===== src/rtl/audio_pdm_out.sv =====
// rtl/audio_pdm_out.sv - voice sample to one-bit sigma-delta / PWM output (option: AUDIO_PDM_DITHER_EN)
module audio_pdm_out #(
  parameter int WAVE_BITS = 8,
  parameter int VOL_BITS  = 3
) (
  input  logic                 clk,
  input  logic                 reset,
  input  logic                 enable,
  input  logic [WAVE_BITS-1:0] sample_in,
  input  logic                 sample_valid,
  input  logic [VOL_BITS-1:0]  volume,
  input  logic                 mode,
  output logic                 audio_out
);

  localparam logic [WAVE_BITS-1:0] HALF    = {1'b1, {(WAVE_BITS-1){1'b0}}};
  localparam logic [WAVE_BITS-1:0] CNT_MAX = {WAVE_BITS{1'b1}};

  logic [WAVE_BITS-1:0] held_q, held_d;
  logic [WAVE_BITS-1:0] acc_q, acc_d;
  logic [WAVE_BITS-1:0] pwm_cnt_q, pwm_cnt_d;
  logic [WAVE_BITS-1:0] duty_q, duty_d;
  logic                 mode_q, mode_d;
  logic                 out_q, out_d;

  logic signed [WAVE_BITS-1:0] scaled;
  logic [WAVE_BITS-1:0]        level;
  logic [WAVE_BITS:0]          sum;
  logic                        dither;

  // Arithmetic shift keeps the sign, so re-biasing by half scale can never overflow.
  assign scaled = $signed(held_q) >>> volume;
  assign level  = $unsigned(scaled) + HALF;
  assign sum    = {1'b0, acc_q} + {1'b0, level};

`ifdef AUDIO_PDM_DITHER_EN
  logic [15:0] lfsr_q, lfsr_d;
  logic        lfsr_fb;

  assign lfsr_fb = lfsr_q[15] ^ lfsr_q[13] ^ lfsr_q[12] ^ lfsr_q[10];
  assign dither  = lfsr_q[0];

  // Dither source: 16-bit Fibonacci LFSR stepping on every enabled edge.
  always_comb begin
    lfsr_d = lfsr_q;
    if (enable) begin
      lfsr_d = {lfsr_q[14:0], lfsr_fb};
    end
  end

  // LFSR state register.
  always_ff @(posedge clk) begin
    if (reset) begin
      lfsr_q <= 16'hACE1;
    end else begin
      lfsr_q <= lfsr_d;
    end
  end
`else
  assign dither = 1'b0;
`endif

  // Next-state logic: sample capture, mode switch, and one modulator step.
  always_comb begin
    held_d    = held_q;
    acc_d     = acc_q;
    pwm_cnt_d = pwm_cnt_q;
    duty_d    = duty_q;
    mode_d    = mode_q;
    out_d     = 1'b0;

    // Capture ignores enable; the latest strobe wins.
    if (sample_valid) begin
      held_d = sample_in;
    end

    if (enable) begin
      if (mode != mode_q) begin
        // Switch modes cleanly: new mode starts from zeroed counters next edge.
        mode_d    = mode;
        acc_d     = '0;
        pwm_cnt_d = '0;
        duty_d    = level;
        out_d     = 1'b0;
      end else if (!mode_q) begin
        // Sigma-delta: carry out of the accumulator is the output bit.
        out_d = sum[WAVE_BITS];
        acc_d = sum[WAVE_BITS-1:0] ^ {{(WAVE_BITS-1){1'b0}}, dither};
      end else begin
        // PWM: duty only reloads at the period boundary so periods never glitch.
        out_d     = (pwm_cnt_q < duty_q);
        pwm_cnt_d = pwm_cnt_q + 1'b1;
        if (pwm_cnt_q == CNT_MAX) begin
          duty_d = level;
        end
      end
    end
  end

  // State registers; reset overrides any pending sample.
  always_ff @(posedge clk) begin
    if (reset) begin
      held_q    <= '0;
      acc_q     <= '0;
      pwm_cnt_q <= '0;
      duty_q    <= HALF;
      mode_q    <= 1'b0;
      out_q     <= 1'b0;
    end else begin
      held_q    <= held_d;
      acc_q     <= acc_d;
      pwm_cnt_q <= pwm_cnt_d;
      duty_q    <= duty_d;
      mode_q    <= mode_d;
      out_q     <= out_d;
    end
  end

  assign audio_out = out_q;

endmodule


===== config.mk =====
export PLATFORM = sky130hd
export DESIGN_NAME = audio_pdm_out
export DESIGN_NICKNAME = d
export VERILOG_FILES = /design/src/rtl/audio_pdm_out.sv
export SDC_FILE = /design/constraint.sdc
export NUM_CORES = 1
export LEC_CHECK = 0
export ABC_AREA = 1
export CAP_MARGIN = 40
export CELL_PAD_IN_SITES_DETAIL_PLACEMENT = 1
export CELL_PAD_IN_SITES_GLOBAL_PLACEMENT = 2
export CORE_AREA = 5 5 85 87
export DETAILED_ROUTE_END_ITERATION = 10
export DIE_AREA = 0 0 90 92
export PLACE_DENSITY_LB_ADDON = 0.1
export SLEW_MARGIN = 20
export SYNTH_ARGS = -nofsm -noshare
export SYNTH_HDL_FRONTEND = slang
export SYNTH_SLANG_ARGS = --single-unit

===== constraint.sdc =====
create_clock -name clk -period 5.3 [get_ports clk]
set_input_delay 0.53 -clock clk [delete_from_list [all_inputs] [get_ports clk]]
set_output_delay 0.53 -clock clk [all_outputs]
set_load 0.005 [all_outputs]

==> run summary <==
CP startpoint kind - primary input
number of antenna violations at the first check in global routing - 0
number of enable flip-flop cells after synthesis - 0
setup tns final - 0 ps
TritonCTS clock tree - built
part of the total power dissipated in combinational logic - 20.5%
largest fanout of any net on the critical path - 8
Layout Nets - 372
share of layout cells above drive strength 1 - 5.03%
number of resized instances in the post-cts repair step - 0
most frequent cells after synthesis - sky130_fd_sc_hd__nand2_1, sky130_fd_sc_hd__inv_1, sky130_fd_sc_hd__nor2_1
mux cell area share after synthesis - 0%
floorplan die width - 90 um
Clk pin slew, worst setup/hold paths - 70 ps
DR DRC count - 0
Worst Hold Class - reg2reg
final worst-path cycle share - 53.2%
total power consumption of the routed design - 0.000617 W
clk sink count - 34
RSZ-0062 raised after global routing - no
cell type with the largest total area after synthesis - sky130_fd_sc_hd__dfxtp_1
first-pass iteration count of the detailed router - 4
residual overflow from global routing - 0
Synth Area per Inst - 6.60 um2
total setup violations reported at the end of the flow - 0
xor/xnor share of the synthesized area - 0.417%
total vias in the final route - 1971
largest family of logic cells by synthesized area - simple AND/OR/NAND/NOR gates
violation count after the first detailed-route iteration - 48
insertion delay to the later sink of the worst-skew pair - 290 ps
Max Cap Viol - 0
share of the synthesized area in the top cell type - 32.4%
critical setup path kind - in2reg
number of synthesized register bits - 34
count of final max-slew check failures - 0
die height - 92 um
total leakage power - 1.14 nW
CTS Buf Count - 5
deepest level of the CTS H-tree - 2
compound-gate portion of the synthesized area - 15.0%
maximum root-to-sink buffer count - 2
required time worst endpoint - 5460 ps
leading cell type by number of instances after synthesis - sky130_fd_sc_hd__nand2_1
dpl ws - 2160 ps
clk_skew - 4.84 ps
Relative slew margins - 64.2%
warnings from Yosys - 0
number of antenna diodes - 0
routed vias/inst - 4.75
post-placement cell count - 407
adder-cell share of the synthesized area - 11.7%
total internal power - 0.000424 W
Initial Util - 33.4%
overall routed net length - 5.40 mm
Tmin final - 2820 ps
first-pass GRT wire length - 9.43 mm
Cell variety after synth - 30
final setup margin - 2480 ps
final hold vios - 0
part of the power in the clock network - 34.2%
worst flop-to-flop path startpoint - held_q[7]
Simple-Gate Fraction of Synth Area - 31.2%
Slew @ Worst Pin - 535 ps
net switching power figure - 0.000193 W
fraction of power spent switching nets - 31.3%
Worst Hold Margin - 474 ps
worst setup path startpoint - volume[0]
Boundary Pins - 17
Async S/R FF share, synth - 0%
net count of the mapped netlist - 353
Root Buffer Master - sky130_fd_sc_hd__clkbuf_8
sequential share of power - 45.4%
count of mapped cells out of synthesis - 318
total power per unit cell area - 254 mW/mm2
placeable core region - 0.00628 mm2
most common flop cell mapped by yosys - sky130_fd_sc_hd__dfxtp_1
post-detail-place hpwl - 4.29 mm
largest net degree at the start of global routing - 19
critical path endpoint category - flip-flop
via count of the first global-routing pass - 2033
combined global-route utilization of all metal layers - 13.8%
largest cells by area after synthesis - sky130_fd_sc_hd__dfxtp_1, sky130_fd_sc_hd__nand2_1, sky130_fd_sc_hd__ha_1
Core Rows - 29
Max Freq - 354 MHz
Hold Path Origin - acc_q[7]
peak supply drop - 0.0975 mV
arrival time at the worst endpoint - 2980 ps
die area - 0.00828 mm2
setup fix buffers added after clock tree synthesis - 0
number of antenna-violating nets in the routed design - 0
number of buffers added on ports - 16
relative area change from synthesis to final layout - 15.5%
Finished Layout Cells - 415
cell area after synthesis - 0.00210 mm2
Avg WL per Cell - 13.0 um
result of the run - complete, no violations
number of hold buffers added after cts - 0
final estimated routing congestion in global placement - 0.785
Seq/Total Area, Yosys - 32.4%
==> path summary, 6_finish.rpt <==
check	to	depth (start not counted)	slack [ps]
setup / recovery	acc_q[4]	14	2480
hold / removal	acc_q[7]	2	470
setup reg to reg	acc_q[4]	13	2910
hold reg to reg	acc_q[7]	2	470
==> sequential cells by signal, indices dropped and copies added, names as in the netlist <==
register,cells
acc_q,8
audio_out,1
duty_q,8
held_q,8
mode_q,1
pwm_cnt_q,8
==> critical path, cell delays in order <==
cell and delay, ps:
sky130_fd_sc_hd__clkdlybuf4s50_1 620, sky130_fd_sc_hd__inv_2 120, sky130_fd_sc_hd__nand2_1 70, sky130_fd_sc_hd__o21ai_0 110, sky130_fd_sc_hd__a21oi_1 220, sky130_fd_sc_hd__nand2_1 80
sky130_fd_sc_hd__nand2_1 90, sky130_fd_sc_hd__inv_1 70, sky130_fd_sc_hd__fa_1 450, sky130_fd_sc_hd__nand2_1 90, sky130_fd_sc_hd__nand3_1 100, sky130_fd_sc_hd__or2_2 290
sky130_fd_sc_hd__nand3_1 70, sky130_fd_sc_hd__a21oi_1 60
==> layout by cell type, fill, tap and decap left out, types with 2 or more instances in the layout <==
cell type	instances
sky130_fd_sc_hd__clkbuf_8	6
sky130_fd_sc_hd__o21a_1	2
sky130_fd_sc_hd__nand3_1	16
sky130_fd_sc_hd__nand2_4	2
sky130_fd_sc_hd__o21ai_0	23
sky130_fd_sc_hd__inv_1	43
sky130_fd_sc_hd__a21oi_1	29
sky130_fd_sc_hd__ha_1	18
sky130_fd_sc_hd__nor2_2	2
sky130_fd_sc_hd__o21ai_1	5
sky130_fd_sc_hd__nor2_1	35
sky130_fd_sc_hd__dfxtp_1	34
sky130_fd_sc_hd__clkdlybuf4s50_1	16
sky130_fd_sc_hd__nand2_1	90
sky130_fd_sc_hd__nand4_1	2
==> layout make-up <==
class / instances / area, um2
inverter: 45 / 169
sequential: 34 / 681
fill: 847 / 3850
multi-input combinational: 235 / 1220
timing repair buffer: 16 / 160
tap: 77 / 96.3
clock buffer: 6 / 82.6
clock inverter: 2 / 12.5
==> cell families after synthesis <==
family | count (synthesis)
AOI/OAI and AO/OA | 61
xor gates and xnor gates | 1
adders and majority gates | 19
buffers and inverters | 49
DFF | 34
and+or+nand+nor | 154
==> per-layer routing <==
layer	global-route usage, %	wire length (um)
met1	17.9	2670
met2	23.0	2500
met3	2.62	153
met4	4.47	63
met5	0	0
==> stage by stage <==
stage / cell area (um2) / utilization [%]
after CTS: 2420 / 38.6
after floorplan: 2100 / -
after detailed placement: 2330 / 37.1
after global routing: 2420 / 38.6
final: 2420 / 38.6
after global placement: 2330 / 37.1
==> power by group through the flow <==
stage               Combinational, W  Sequential (W)  Clock, W
finish                      0.000126        0.000280  0.000211
detailed placement          0.000129        0.000286         0
global route                0.000148        0.000282  0.000232
floorplan                  0.0000893        0.000283         0
CTS                         0.000129        0.000280  0.000223
global placement            0.000127        0.000286         0
No activity file was read; power rests on OpenSTA's default activity.
